**src/rtl/issue_pkg.sv**
```systemverilog
// Shared definitions for the issue stage: default widths, RV32I opcodes,
// immediate formats and the immediate generator.
package issue_pkg;

    localparam int unsigned XLEN_DEF        = 32;
    localparam int unsigned ROB_IDX_W_DEF   = 4;
    localparam int unsigned CDB_PORTS_DEF   = 2;
    localparam int unsigned QUEUE_DEPTH_DEF = 4;

    localparam logic [6:0] OPC_LUI    = 7'b0110111;
    localparam logic [6:0] OPC_AUIPC  = 7'b0010111;
    localparam logic [6:0] OPC_JAL    = 7'b1101111;
    localparam logic [6:0] OPC_JALR   = 7'b1100111;
    localparam logic [6:0] OPC_BRANCH = 7'b1100011;
    localparam logic [6:0] OPC_LOAD   = 7'b0000011;
    localparam logic [6:0] OPC_STORE  = 7'b0100011;
    localparam logic [6:0] OPC_OPIMM  = 7'b0010011;
    localparam logic [6:0] OPC_OP     = 7'b0110011;

    typedef enum logic [2:0] {
        IMM_NONE,
        IMM_I,
        IMM_S,
        IMM_B,
        IMM_U,
        IMM_J
    } imm_type_e;

    // Reassemble the 32-bit immediate of the given format.
    function automatic logic [31:0] gen_imm(input imm_type_e t, input logic [31:0] inst);
        logic [31:0] imm;
        case (t)
            IMM_I:   imm = {{20{inst[31]}}, inst[31:20]};
            IMM_S:   imm = {{20{inst[31]}}, inst[31:25], inst[11:7]};
            IMM_B:   imm = {{19{inst[31]}}, inst[31], inst[7], inst[30:25], inst[11:8], 1'b0};
            IMM_U:   imm = {inst[31:12], 12'b0};
            IMM_J:   imm = {{11{inst[31]}}, inst[31], inst[19:12], inst[20], inst[30:21], 1'b0};
            default: imm = '0;
        endcase
        return imm;
    endfunction

endpackage

```
**src/rtl/issue_if.sv**
```systemverilog
// Fetch-to-issue handshake: one instruction per transfer when valid && ready.
interface issue_if
    import issue_pkg::*;
#(
    parameter int unsigned XLEN = XLEN_DEF
);
    logic            in_valid;
    logic            in_ready;
    logic [31:0]     in_inst;
    logic [XLEN-1:0] in_pc;
    logic            in_pred_taken;

    modport master (output in_valid, in_inst, in_pc, in_pred_taken, input in_ready);
    modport slave  (input in_valid, in_inst, in_pc, in_pred_taken, output in_ready);
endinterface

```
**src/rtl/issue_fifo.sv**
```systemverilog
// Circular instruction queue with head/tail pointers, occupancy count and flush.
module issue_fifo #(
    parameter int unsigned WIDTH = 65,
    parameter int unsigned DEPTH = 4
) (
    input  logic                     clk,
    input  logic                     rst,
    input  logic                     flush,
    input  logic                     push,
    input  logic                     pop,
    input  logic [WIDTH-1:0]         push_data,
    output logic [WIDTH-1:0]         head_data,
    output logic [$clog2(DEPTH):0]   count,
    output logic                     full,
    output logic                     empty
);
    localparam int unsigned PTR_W = $clog2(DEPTH);
    localparam int unsigned CNT_W = PTR_W + 1;

    logic [WIDTH-1:0] mem [DEPTH];
    logic [PTR_W-1:0] head;
    logic [PTR_W-1:0] tail;

    assign head_data = mem[head];
    assign full      = (count == CNT_W'(DEPTH));
    assign empty     = (count == '0);

    // Storage write; contents need no reset since count qualifies them.
    always_ff @(posedge clk) begin
        if (push) begin
            mem[tail] <= push_data;
        end
    end

    // Pointer and occupancy update; flush clears the queue outright.
    always_ff @(posedge clk) begin
        if (rst || flush) begin
            head  <= '0;
            tail  <= '0;
            count <= '0;
        end else begin
            if (push) tail <= tail + PTR_W'(1);
            if (pop)  head <= head + PTR_W'(1);
            case ({push, pop})
                2'b10:   count <= count + CNT_W'(1);
                2'b01:   count <= count - CNT_W'(1);
                default: count <= count;
            endcase
        end
    end

endmodule

```
**src/rtl/issue_stage.sv**
```systemverilog
// Buffered decode/issue stage: queues fetched RV32I instructions, decodes the
// head, resolves operands from regfile/CDB/ROB and issues one per cycle.
module issue_stage
    import issue_pkg::*;
#(
    parameter int unsigned XLEN        = XLEN_DEF,
    parameter int unsigned ROB_IDX_W   = ROB_IDX_W_DEF,
    parameter int unsigned CDB_PORTS   = CDB_PORTS_DEF,
    parameter int unsigned QUEUE_DEPTH = QUEUE_DEPTH_DEF
) (
    input  logic                           clk,
    input  logic                           rst,
    input  logic                           rdy,
    input  logic                           rollback,
    issue_if.slave                         fetch,
    input  logic                           rob_full,
    input  logic                           rs_full,
    input  logic                           lsb_full,
    input  logic [ROB_IDX_W-1:0]           rob_tail,
    output logic [4:0]                     reg_rs1,
    output logic [4:0]                     reg_rs2,
    input  logic                           reg_rs1_busy,
    input  logic [XLEN-1:0]                reg_rs1_val,
    input  logic [ROB_IDX_W-1:0]           reg_rs1_tag,
    input  logic                           reg_rs2_busy,
    input  logic [XLEN-1:0]                reg_rs2_val,
    input  logic [ROB_IDX_W-1:0]           reg_rs2_tag,
    output logic [ROB_IDX_W-1:0]           rob_q1_tag,
    output logic [ROB_IDX_W-1:0]           rob_q2_tag,
    input  logic                           rob_q1_ready,
    input  logic [XLEN-1:0]                rob_q1_val,
    input  logic                           rob_q2_ready,
    input  logic [XLEN-1:0]                rob_q2_val,
    input  logic [CDB_PORTS-1:0]           cdb_valid,
    input  logic [CDB_PORTS*ROB_IDX_W-1:0] cdb_tag,
    input  logic [CDB_PORTS*XLEN-1:0]      cdb_val,
    output logic                           rename_en,
    output logic [4:0]                     rename_rd,
    output logic [ROB_IDX_W-1:0]           rename_tag,
    output logic                           out_issue,
    output logic                           out_rs_en,
    output logic                           out_lsb_en,
    output logic                           out_is_store,
    output logic                           out_illegal,
    output logic [ROB_IDX_W-1:0]           out_rob_tag,
    output logic [4:0]                     out_rd,
    output logic [6:0]                     out_opcode,
    output logic [2:0]                     out_funct3,
    output logic                           out_funct7,
    output logic                           out_rs1_rdy,
    output logic [XLEN-1:0]                out_rs1_val,
    output logic [ROB_IDX_W-1:0]           out_rs1_tag,
    output logic                           out_rs2_rdy,
    output logic [XLEN-1:0]                out_rs2_val,
    output logic [ROB_IDX_W-1:0]           out_rs2_tag,
    output logic [XLEN-1:0]                out_imm,
    output logic [XLEN-1:0]                out_pc,
    output logic                           out_pred_taken
);
    localparam int unsigned ENTRY_W = 32 + XLEN + 1;

    typedef struct packed {
        logic                 rdy;
        logic [ROB_IDX_W-1:0] tag;
        logic [XLEN-1:0]      val;
    } operand_t;

    logic [ENTRY_W-1:0]         head_entry;
    logic [31:0]                h_inst;
    logic [XLEN-1:0]            h_pc;
    logic                       h_pred;
    logic [$clog2(QUEUE_DEPTH):0] q_count;
    logic                       q_full, q_empty, push, issue_go;
    logic [6:0]                 opcode;
    imm_type_e                  imm_type;
    logic                       use1, use2, to_lsb, is_store, illegal, funct7, route_ok;
    logic [4:0]                 rd;
    logic [31:0]                imm32;
    operand_t                   op1, op2;

    // Operand lookup order: free register, then lowest matching CDB port, then ROB.
    function automatic operand_t resolve(
        input logic                           used,
        input logic [4:0]                     src,
        input logic                           busy,
        input logic [XLEN-1:0]                rval,
        input logic [ROB_IDX_W-1:0]           rtag,
        input logic [CDB_PORTS-1:0]           c_valid,
        input logic [CDB_PORTS*ROB_IDX_W-1:0] c_tag,
        input logic [CDB_PORTS*XLEN-1:0]      c_val,
        input logic                           rob_ready,
        input logic [XLEN-1:0]                rob_val
    );
        operand_t op;
        logic     hit;
        op     = '0;
        op.rdy = 1'b1;
        hit    = 1'b0;
        if (used && src != 5'd0) begin
            if (!busy) begin
                op.val = rval;
            end else begin
                for (int unsigned p = 0; p < CDB_PORTS; p++) begin
                    if (!hit && c_valid[p] && c_tag[p*ROB_IDX_W +: ROB_IDX_W] == rtag) begin
                        hit    = 1'b1;
                        op.val = c_val[p*XLEN +: XLEN];
                    end
                end
                if (!hit) begin
                    if (rob_ready) begin
                        op.val = rob_val;
                    end else begin
                        op.rdy = 1'b0;
                        op.tag = rtag;
                    end
                end
            end
        end
        return op;
    endfunction

    assign {h_pred, h_pc, h_inst} = head_entry;
    assign fetch.in_ready = !rst && rdy && !rollback && !q_full;
    assign push           = fetch.in_valid && fetch.in_ready;

    issue_fifo #(
        .WIDTH (ENTRY_W),
        .DEPTH (QUEUE_DEPTH)
    ) u_fifo (
        .clk       (clk),
        .rst       (rst),
        .flush     (rollback),
        .push      (push),
        .pop       (issue_go),
        .push_data ({fetch.in_pred_taken, fetch.in_pc, fetch.in_inst}),
        .head_data (head_entry),
        .count     (q_count),
        .full      (q_full),
        .empty     (q_empty)
    );

    assign reg_rs1    = h_inst[19:15];
    assign reg_rs2    = h_inst[24:20];
    assign rob_q1_tag = reg_rs1_tag;
    assign rob_q2_tag = reg_rs2_tag;

    // Decode the queue head: immediate format, operand use, routing, rd/funct7.
    always_comb begin
        opcode   = h_inst[6:0];
        imm_type = IMM_NONE;
        use1     = 1'b0;
        use2     = 1'b0;
        to_lsb   = 1'b0;
        is_store = 1'b0;
        illegal  = 1'b0;
        funct7   = 1'b0;
        rd       = h_inst[11:7];
        case (opcode)
            OPC_LUI, OPC_AUIPC: imm_type = IMM_U;
            OPC_JAL:            imm_type = IMM_J;
            OPC_JALR: begin
                imm_type = IMM_I;
                use1     = 1'b1;
            end
            OPC_BRANCH: begin
                imm_type = IMM_B;
                use1     = 1'b1;
                use2     = 1'b1;
                rd       = 5'd0;
            end
            OPC_LOAD: begin
                imm_type = IMM_I;
                use1     = 1'b1;
                to_lsb   = 1'b1;
            end
            OPC_STORE: begin
                imm_type = IMM_S;
                use1     = 1'b1;
                use2     = 1'b1;
                to_lsb   = 1'b1;
                is_store = 1'b1;
                rd       = 5'd0;
            end
            OPC_OPIMM: begin
                imm_type = IMM_I;
                use1     = 1'b1;
                funct7   = (h_inst[14:12] == 3'b101) ? h_inst[30] : 1'b0;
            end
            OPC_OP: begin
                use1   = 1'b1;
                use2   = 1'b1;
                funct7 = h_inst[30];
            end
            default: illegal = 1'b1;
        endcase
    end

    // Operand resolution, immediate and the issue decision for this cycle.
    always_comb begin
        imm32 = gen_imm(imm_type, h_inst);
        op1   = resolve(use1, reg_rs1, reg_rs1_busy, reg_rs1_val, reg_rs1_tag,
                        cdb_valid, cdb_tag, cdb_val, rob_q1_ready, rob_q1_val);
        op2   = resolve(use2, reg_rs2, reg_rs2_busy, reg_rs2_val, reg_rs2_tag,
                        cdb_valid, cdb_tag, cdb_val, rob_q2_ready, rob_q2_val);
        route_ok   = illegal ? 1'b1 : (to_lsb ? !lsb_full : !rs_full);
        issue_go   = !rst && rdy && !rollback && !q_empty && !rob_full && route_ok;
        rename_en  = issue_go && (rd != 5'd0) && !illegal;
        rename_rd  = rd;
        rename_tag = rob_tail;
    end

    // Issue register: loads on issue, otherwise holds with out_issue cleared.
    always_ff @(posedge clk) begin
        if (rst) begin
            out_issue      <= 1'b0;
            out_rs_en      <= 1'b0;
            out_lsb_en     <= 1'b0;
            out_is_store   <= 1'b0;
            out_illegal    <= 1'b0;
            out_rob_tag    <= '0;
            out_rd         <= '0;
            out_opcode     <= '0;
            out_funct3     <= '0;
            out_funct7     <= 1'b0;
            out_rs1_rdy    <= 1'b0;
            out_rs1_val    <= '0;
            out_rs1_tag    <= '0;
            out_rs2_rdy    <= 1'b0;
            out_rs2_val    <= '0;
            out_rs2_tag    <= '0;
            out_imm        <= '0;
            out_pc         <= '0;
            out_pred_taken <= 1'b0;
        end else if (!issue_go) begin
            out_issue <= 1'b0;
        end else begin
            out_issue      <= 1'b1;
            out_rs_en      <= !illegal && !to_lsb;
            out_lsb_en     <= !illegal && to_lsb;
            out_is_store   <= is_store;
            out_illegal    <= illegal;
            out_rob_tag    <= rob_tail;
            out_rd         <= rd;
            out_opcode     <= opcode;
            out_funct3     <= h_inst[14:12];
            out_funct7     <= funct7;
            out_rs1_rdy    <= op1.rdy;
            out_rs1_val    <= op1.val;
            out_rs1_tag    <= op1.tag;
            out_rs2_rdy    <= op2.rdy;
            out_rs2_val    <= op2.val;
            out_rs2_tag    <= op2.tag;
            out_imm        <= XLEN'($signed(imm32));
            out_pc         <= h_pc;
            out_pred_taken <= h_pred;
        end
    end

endmodule

```
**src/flat_wrapper.sv**
```systemverilog
// flat-port wrapper written by rule: the top's interface ports become plain ports
module issue_stage_flat import issue_pkg::*;
#(
    parameter int unsigned XLEN        = XLEN_DEF,
    parameter int unsigned ROB_IDX_W   = ROB_IDX_W_DEF,
    parameter int unsigned CDB_PORTS   = CDB_PORTS_DEF,
    parameter int unsigned QUEUE_DEPTH = QUEUE_DEPTH_DEF
)
  (clk, rst, rdy, rollback, rob_full, rs_full, lsb_full, rob_tail, reg_rs1, reg_rs2, reg_rs1_busy, reg_rs1_val, reg_rs1_tag, reg_rs2_busy, reg_rs2_val, reg_rs2_tag, rob_q1_tag, rob_q2_tag, rob_q1_ready, rob_q1_val, rob_q2_ready, rob_q2_val, cdb_valid, cdb_tag, cdb_val, rename_en, rename_rd, rename_tag, out_issue, out_rs_en, out_lsb_en, out_is_store, out_illegal, out_rob_tag, out_rd, out_opcode, out_funct3, out_funct7, out_rs1_rdy, out_rs1_val, out_rs1_tag, out_rs2_rdy, out_rs2_val, out_rs2_tag, out_imm, out_pc, out_pred_taken, fetch_in_valid, fetch_in_inst, fetch_in_pc, fetch_in_pred_taken, fetch_in_ready);
  issue_if #(.XLEN(XLEN)) fetch_i ();
  input  logic clk;
  input  logic rst;
  input  logic rdy;
  input  logic rollback;
  input  logic rob_full;
  input  logic rs_full;
  input  logic lsb_full;
  input  logic [ROB_IDX_W-1:0] rob_tail;
  output logic [4:0] reg_rs1;
  output logic [4:0] reg_rs2;
  input  logic reg_rs1_busy;
  input  logic [XLEN-1:0] reg_rs1_val;
  input  logic [ROB_IDX_W-1:0] reg_rs1_tag;
  input  logic reg_rs2_busy;
  input  logic [XLEN-1:0] reg_rs2_val;
  input  logic [ROB_IDX_W-1:0] reg_rs2_tag;
  output logic [ROB_IDX_W-1:0] rob_q1_tag;
  output logic [ROB_IDX_W-1:0] rob_q2_tag;
  input  logic rob_q1_ready;
  input  logic [XLEN-1:0] rob_q1_val;
  input  logic rob_q2_ready;
  input  logic [XLEN-1:0] rob_q2_val;
  input  logic [CDB_PORTS-1:0] cdb_valid;
  input  logic [CDB_PORTS*ROB_IDX_W-1:0] cdb_tag;
  input  logic [CDB_PORTS*XLEN-1:0] cdb_val;
  output logic rename_en;
  output logic [4:0] rename_rd;
  output logic [ROB_IDX_W-1:0] rename_tag;
  output logic out_issue;
  output logic out_rs_en;
  output logic out_lsb_en;
  output logic out_is_store;
  output logic out_illegal;
  output logic [ROB_IDX_W-1:0] out_rob_tag;
  output logic [4:0] out_rd;
  output logic [6:0] out_opcode;
  output logic [2:0] out_funct3;
  output logic out_funct7;
  output logic out_rs1_rdy;
  output logic [XLEN-1:0] out_rs1_val;
  output logic [ROB_IDX_W-1:0] out_rs1_tag;
  output logic out_rs2_rdy;
  output logic [XLEN-1:0] out_rs2_val;
  output logic [ROB_IDX_W-1:0] out_rs2_tag;
  output logic [XLEN-1:0] out_imm;
  output logic [XLEN-1:0] out_pc;
  output logic out_pred_taken;
  input wire logic [$bits(fetch_i.in_valid)-1:0] fetch_in_valid;
  input wire logic [$bits(fetch_i.in_inst)-1:0] fetch_in_inst;
  input wire logic [$bits(fetch_i.in_pc)-1:0] fetch_in_pc;
  input wire logic [$bits(fetch_i.in_pred_taken)-1:0] fetch_in_pred_taken;
  output wire logic [$bits(fetch_i.in_ready)-1:0] fetch_in_ready;
  assign fetch_i.in_valid = fetch_in_valid;
  assign fetch_i.in_inst = fetch_in_inst;
  assign fetch_i.in_pc = fetch_in_pc;
  assign fetch_i.in_pred_taken = fetch_in_pred_taken;
  assign fetch_in_ready = fetch_i.in_ready;
  issue_stage #(.XLEN(XLEN), .ROB_IDX_W(ROB_IDX_W), .CDB_PORTS(CDB_PORTS), .QUEUE_DEPTH(QUEUE_DEPTH)) u_core (.clk(clk), .rst(rst), .rdy(rdy), .rollback(rollback), .fetch(fetch_i), .rob_full(rob_full), .rs_full(rs_full), .lsb_full(lsb_full), .rob_tail(rob_tail), .reg_rs1(reg_rs1), .reg_rs2(reg_rs2), .reg_rs1_busy(reg_rs1_busy), .reg_rs1_val(reg_rs1_val), .reg_rs1_tag(reg_rs1_tag), .reg_rs2_busy(reg_rs2_busy), .reg_rs2_val(reg_rs2_val), .reg_rs2_tag(reg_rs2_tag), .rob_q1_tag(rob_q1_tag), .rob_q2_tag(rob_q2_tag), .rob_q1_ready(rob_q1_ready), .rob_q1_val(rob_q1_val), .rob_q2_ready(rob_q2_ready), .rob_q2_val(rob_q2_val), .cdb_valid(cdb_valid), .cdb_tag(cdb_tag), .cdb_val(cdb_val), .rename_en(rename_en), .rename_rd(rename_rd), .rename_tag(rename_tag), .out_issue(out_issue), .out_rs_en(out_rs_en), .out_lsb_en(out_lsb_en), .out_is_store(out_is_store), .out_illegal(out_illegal), .out_rob_tag(out_rob_tag), .out_rd(out_rd), .out_opcode(out_opcode), .out_funct3(out_funct3), .out_funct7(out_funct7), .out_rs1_rdy(out_rs1_rdy), .out_rs1_val(out_rs1_val), .out_rs1_tag(out_rs1_tag), .out_rs2_rdy(out_rs2_rdy), .out_rs2_val(out_rs2_val), .out_rs2_tag(out_rs2_tag), .out_imm(out_imm), .out_pc(out_pc), .out_pred_taken(out_pred_taken));
endmodule
```
**config.mk**
```make
export PLATFORM = sky130hd
export DESIGN_NAME = issue_stage_flat
export DESIGN_NICKNAME = d
export VERILOG_FILES = /design/src/rtl/issue_pkg.sv /design/src/rtl/issue_if.sv /design/src/rtl/issue_fifo.sv /design/src/rtl/issue_stage.sv /design/src/flat_wrapper.sv
export SDC_FILE = /design/constraint.sdc
export NUM_CORES = 1
export LEC_CHECK = 0
export CAP_MARGIN = 20
export CORE_MARGIN = 2
export CORE_UTILIZATION = 53
export CTS_CLUSTER_DIAMETER = 100
export DETAILED_ROUTE_END_ITERATION = 8
export PLACE_DENSITY = 0.88
export RECOVER_POWER = 25
export SYNTH_ARGS = -nofsm -noshare
export SYNTH_HDL_FRONTEND = slang
export SYNTH_SLANG_ARGS = --single-unit
```
**constraint.sdc**
```tcl
create_clock -name clk -period 5.52 [get_ports clk]
set_input_delay 0.828 -clock clk [delete_from_list [all_inputs] [get_ports clk]]
set_output_delay 0.828 -clock clk [all_outputs]
set_load 0.05 [all_outputs]
```
# After elaboration in Yosys (flattened, before gate mapping)
# Memories as Yosys holds them, arrays and structs flattened. A register that Yosys moved wholly into a read port is not among the register bits.
# Cells that the tools add are included.
# W data, S select, Z words.
[totals]
input_bits = 291
word_cells = 137
ff_bits = 171
ram_bits = 260
memories = 1
out_inout_bits = 193
[op_classes]
n_mux = 46
n_reduce_logical = 42
eq_ne = 22
addsub = 4
[mem_list]
columns = ["name", "words", "word_bits", "rd", "rd_ports_with_merged_regs", "wr", "line_no", "source"]
rows = [
  ["u_core.u_fifo.mem", 4, 65, 1, 1, 1, "issue_fifo.sv:20", "logic [WIDTH-1:0] mem [DEPTH];"],
]
[op_table]
columns = ["cell", "count"]
rows = [
  ["$mux W32", 8],
  ["$pmux W32 S5", 1],
  ["$mux W37", 4],
  ["$mux W5", 5],
  ["$mux W1", 23],
  ["$eq A7 B6 Y1 const B", 3],
  ["$eq A7 B7 Y1 const B", 3],
  ["$logic_and A1 B1 Y1", 19],
  ["$eq A4 B4 Y1", 4],
  ["$pmux W3 S5", 1],
  ["$reduce_bool A5 Y1", 3],
  ["$eq A7 B5 Y1 const B", 2],
  ["$eq A3 B3 Y1 const B", 4],
  ["$logic_not A1 Y1", 10],
  ["$reduce_or A9 Y1", 1],
  ["$eq A7 B2 Y1 const B", 1],
  ["$eq A3 B2 Y1 const B", 2],
  ["$pmux W3 S2", 1],
  ["$reduce_or A2 Y1", 3],
  ["$reduce_or A3 Y1", 2],
  ["$reduce_or A6 Y1", 1],
  ["$add A2 B1 Y2 const B", 2],
  ["$mux W2", 2],
  ["$add A3 B1 Y3 const B", 1],
  ["8 further kinds", 8],
]

# Depth between registers and ports, before layout
[logic_depth]
word_depth = 14
depth_mapped = 15
depth_no_buf = 11

# Modules after synthesis
# Synthesis repeated with hierarchy kept, for this count alone.
[unflattened]
cells_unflattened = 1552
hier_area_um2 = 19157.1
[modules_own_cells]
columns = ["mod", "seq_area_each_um2", "cells_per_inst", "area_per_inst_um2", "n_inst"]
rows = [
  ["issue_fifo", 7987.7, 387, 9864.5, 1],
  ["issue_stage", 3283.1, 1165, 9292.7, 1],
]

# Worst setup path after synthesis
# Ideal clock, no wire load.
[synth_path]
path_kind = "input-to-reg"
from = "in rst"
to = "mem u_core.u_fifo.mem[0][0], enable pin"
stages = 3
path_slack_ns = 1.126
path_buffers = 0
arrival_time_ns = 3.963
setup_time_ns = 0.430
t_required_ns = 5.090
path_cell_list = "or3b_2 > a31oi_1 > and3_1"
[synth_between]
elab_chain_cells = 7
[synth_lines]
columns = ["item", "line_no", "source"]
rows = [
  ["start, declared", "flat_wrapper.sv:12", "input logic rst;"],
  ["$logic_not A1 Y1", "issue_stage.sv:123", "assign fetch.in_ready = !rst && rdy && !rollback && !q_full;"],
  ["$logic_and A1 B1 Y1 (3 in a row)", "issue_stage.sv:123", ""],
  ["net fetch_in_ready", "flat_wrapper.sv:62", "output wire logic [$bits(fetch_i.in_ready)-1:0] fetch_in_ready;"],
  ["$logic_and A1 B1 Y1", "issue_stage.sv:124", "assign push = fetch.in_valid && fetch.in_ready;"],
  ["$mux W1", "issue_fifo.sv:30", "if (push) begin"],
  ["$mux W1 (implied by the code)", "issue_fifo.sv:31", "mem[tail] <= push_data;"],
  ["end, declared", "issue_fifo.sv:20", ""],
]
# The timed path passes the listed nets, and every way through them passes these cells.

==> metrics.md <==
| Metric | Value |
|---|---|
| IO Port Bufs | ~480 |
| First-pass DRT Iterations | 7 |
| Post-synthesis sequential area ratio | 0.600 |
| Clock-pin slew of the registers on the worst-case setup and hold paths | 0.06 ns |
| Sw Share | 0.229 |
| Worst R2R End | u_core.out_rs2_val[4]$_SDFFE_PP0P_ |
| DRC Markers | 0 |
| Post-place setup slack | 1.07 ns |
| Largest net degree at the start of global routing | 85 |
| Cts hold-fix bufs | 0 |
| Status | complete, no violations |
| GR Util All Layers | 0.353 |
| Post-Syn Area per Cell | 12.0 um^2 |
| Post-DP HPWL | 43.8 mm |
| Synth top area share | 0.416 |
| Max Clock Skew | between 0.02 and 0.025 ns |
| P_leak | ~0.0083 uW |
| P&R area growth vs syn | 34.1% |
| Worst R2R Setup Slack | 1.03 ns |
| Max VDD drop | 0.391 mV |
| Hold endpoint | u_core.out_rs1_val[11]$_SDFFE_PP0P_ |
| Final hold vios | 0 |
| Placed insts | 2,364 |
| Die Y | 192 um |
| CP Capture Type | primary output |
| Post-synth EDFFs | between 200 and 300 |
| Depth of the most critical reg-to-reg path | 9 |
| Share of post-route cells with drive strength above 1 | 0.0964 |
| Ys Warns | 0 |
| Ys flop type | edfxtp_1 |
| Max_cap viols | 0 |
| CP arrival | 3.85 ns |
| H-tree depth | 2 |
| Max FO, Critical Path | 48 |
| Clock Latency Late Sink | around 0.57 ns |
| Synthesized flop and latch total | 433 |
| Die Area | approximately 0.037 mm^2 |
| Sequential share of power | 0.486 |
| Syn Std Cell Area | 0.0188 mm^2 |
| Detailed Route WL | 66.8 mm |
| P_int | 5450 uW |
| CP Launch Type | flop |
| Min cycle time layout | 4.68 ns |
| Gpl congestion | 0.980 |
| # Post-CTS Setup Buffers | 0 |
| Max Clock Freq | 214 MHz |
| CP Data Required Time | 4.69 ns |
| CTS Buf Count | 44 |
| Syn_nets | 1,859 |
| CTS max path bufs | 3 |
| Drt wl/cell | 27.1 um |
| Worst Tran Pin Value | 1.08 ns |
| Hold path start | u_core.out_rs1_val[11]$_SDFFE_PP0P_ |
| Fin Setup TNS | 0 ns |
| Async S/R FF share, synth | 0 |
| Post-synth top area cell | edfxtp_1 |
| Period utilization | 0.847 |
| Rel. slew slack | 0.277 |
| PD cells | 281 mW/mm^2 |
| RSZ-0062 raised after global routing | no |
| Post-synth cell types | 63 |
| CTS tree | built |
| Post-route ant nets | 0 |
| Gate Count Post-Synth | 1,562 |
| Setup Viol. Count Final | 0 |
| Top post-synthesis cells by count | 260 x edfxtp_1, 179 x nand2_1, 173 x dfxtp_1, 100 x a21oi_1, 98 x clkbuf_1 |
| # rows | 68 |
| Fill cells | 2,342 |
| Hold crit path type | flop to flop |
| CP Class | flop to primary output |
| Initial antenna violation count | 20 |
| Top cells by area, synth | edfxtp_1 42%, dfxtp_1 18%, mux4_2 7.8% |
| NumNets Final | 2,252 |
| Non-filler instance count after layout | 2,463 |
| PostCTS Resize Cnt | 0 |
| Grt ovf | 0 |
| Clk pwr share | 0.431 |
| Vias | 15,800 |
| Count leader, synth | edfxtp_1 |
| Initial drt markers | 1,711 |
| First-pass GRT wire length | 95.7 mm |
| Clk root buf | clkbuf_16 |
| Vias/cell | 6.42 |
| Switch Pwr | 1620 uW |
| Worst setup margin | 0.842 ns |
| Combinational Power Share | 0.083 |
| CTS sink cnt | around 430 |
| Slew Viols, Final | 0 |
| Core Footprint | 0.0347 mm^2 |
| Hold depth | 2 |
| Die width | 192 um |
| Number of global-route vias before repair | 15,300 |
| Initial Util | 0.541 |
| I/O pins | a little under 500 |
-- flip-flops by register name (all words and copies together) (netlist names), 3 cells and up, named ones only --
name,flops
u_core.out_pc,32
u_core.out_rs2_val,32
u_core.u_fifo.count,3
u_core.out_rs1_val,32
u_core.out_rs2_tag,4
u_core.u_fifo.mem,260
u_core.out_rd,5
u_core.out_imm,32
u_core.out_opcode,7
u_core.out_funct3,3
u_core.out_rs1_tag,4
u_core.out_rob_tag,4
-- power by group through the flow --
stage	registers [uW]	logic [uW]	clock network, uW
floorplan	3510	228	0
global placement	3500	566	0
detailed placement	3500	574	0
CTS	3430	578	3070
global route	3430	609	3190
finish	3430	587	3050
-- routing by layer --
layer | GRT usage | share of wire
met3 | 0.0926 | 0.11
met2 | 0.570 | 0.48
met5 | 0 | 0.0012
met1 | 0.425 | 0.35
met4 | 0.215 | 0.064
-- area by class of cell --
cell class | instances | area [um^2] | area share
diodes | 17 | 42.5 | 0.00169
clock buffers | 56 | 1210 | 0.0480
clock inverters | 26 | 268 | 0.0106
inverters | 43 | 161 | 0.00641
multi-input cells | 924 | 6620 | 0.263
flip-flops and latches | 433 | 11300 | 0.448
well taps | 455 | 569 | 0.0226
repair buffers | 509 | 5030 | 0.200
-- layout by cell type (no fill, tap or decap), types with 35 or more instances in the layout --
cell and instances:
and3_1 36, o211ai_1 36, nor2b_1 36, nand4_1 35, a21oi_1 100, nand3_1 70
edfxtp_1 260, dlygate4sd3_1 56, mux4_2 65, clkbuf_16 45, dfxtp_1 171, o31ai_1 42
inv_1 41, a31oi_1 35, clkdlybuf4s50_1 423, o21ai_0 69, nand2_1 179
-- worst max-delay path by stage --
stage	depth (start not counted)	end	slack, ns
global placement	9	u_core.out_rs2_val[13]$_SDFFE_PP0P_	1.16
floorplan	3	u_core.u_fifo.mem[0][0]$_DFFE_PP_	1.13
global route	6	rename_en	0.76
finish	6	rename_rd[2]	0.84
detailed placement	9	u_core.out_rs2_val[0]$_SDFFE_PP0P_	1.07
CTS	6	rename_rd[2]	0.88
-- through the flow --
stage,total power [uW],util,cell area (um^2),hold WS (ns)
after floorplan,3730,-,18800,0.454
after global placement,4070,0.681,23600,0.438
after detailed placement,4080,0.682,23700,0.445
after CTS,7080,0.724,25100,0.454
after global routing,7230,0.725,25200,0.462
final,7070,0.725,25200,0.450
-- worst max-delay path: stages, from the launching register on --
cell and delay, ns:
dfxtp_4 0.53, buf_4 0.66, mux4_2 0.48, and2_0 0.30, nand3_1 0.23, and2_1 0.22, clkdlybuf4s50_1 0.82
-- cells by family (layout without fill, tap and decap cells) --
family                     count (synthesis)  after routing  synth area share
other                                      0             17                 0
buffers and inverters                    205            634            0.0500
adders and majority gates                  6              6           0.00440
DFF                                      433            433             0.600
AOI/OAI and AO/OA                        411            411             0.146
xor gates and xnor gates                  20             20           0.00933
muxes                                     66             66            0.0785
and+or+nand+nor                          421            421             0.112
Note: power is estimated with default switching activity, not from simulation.
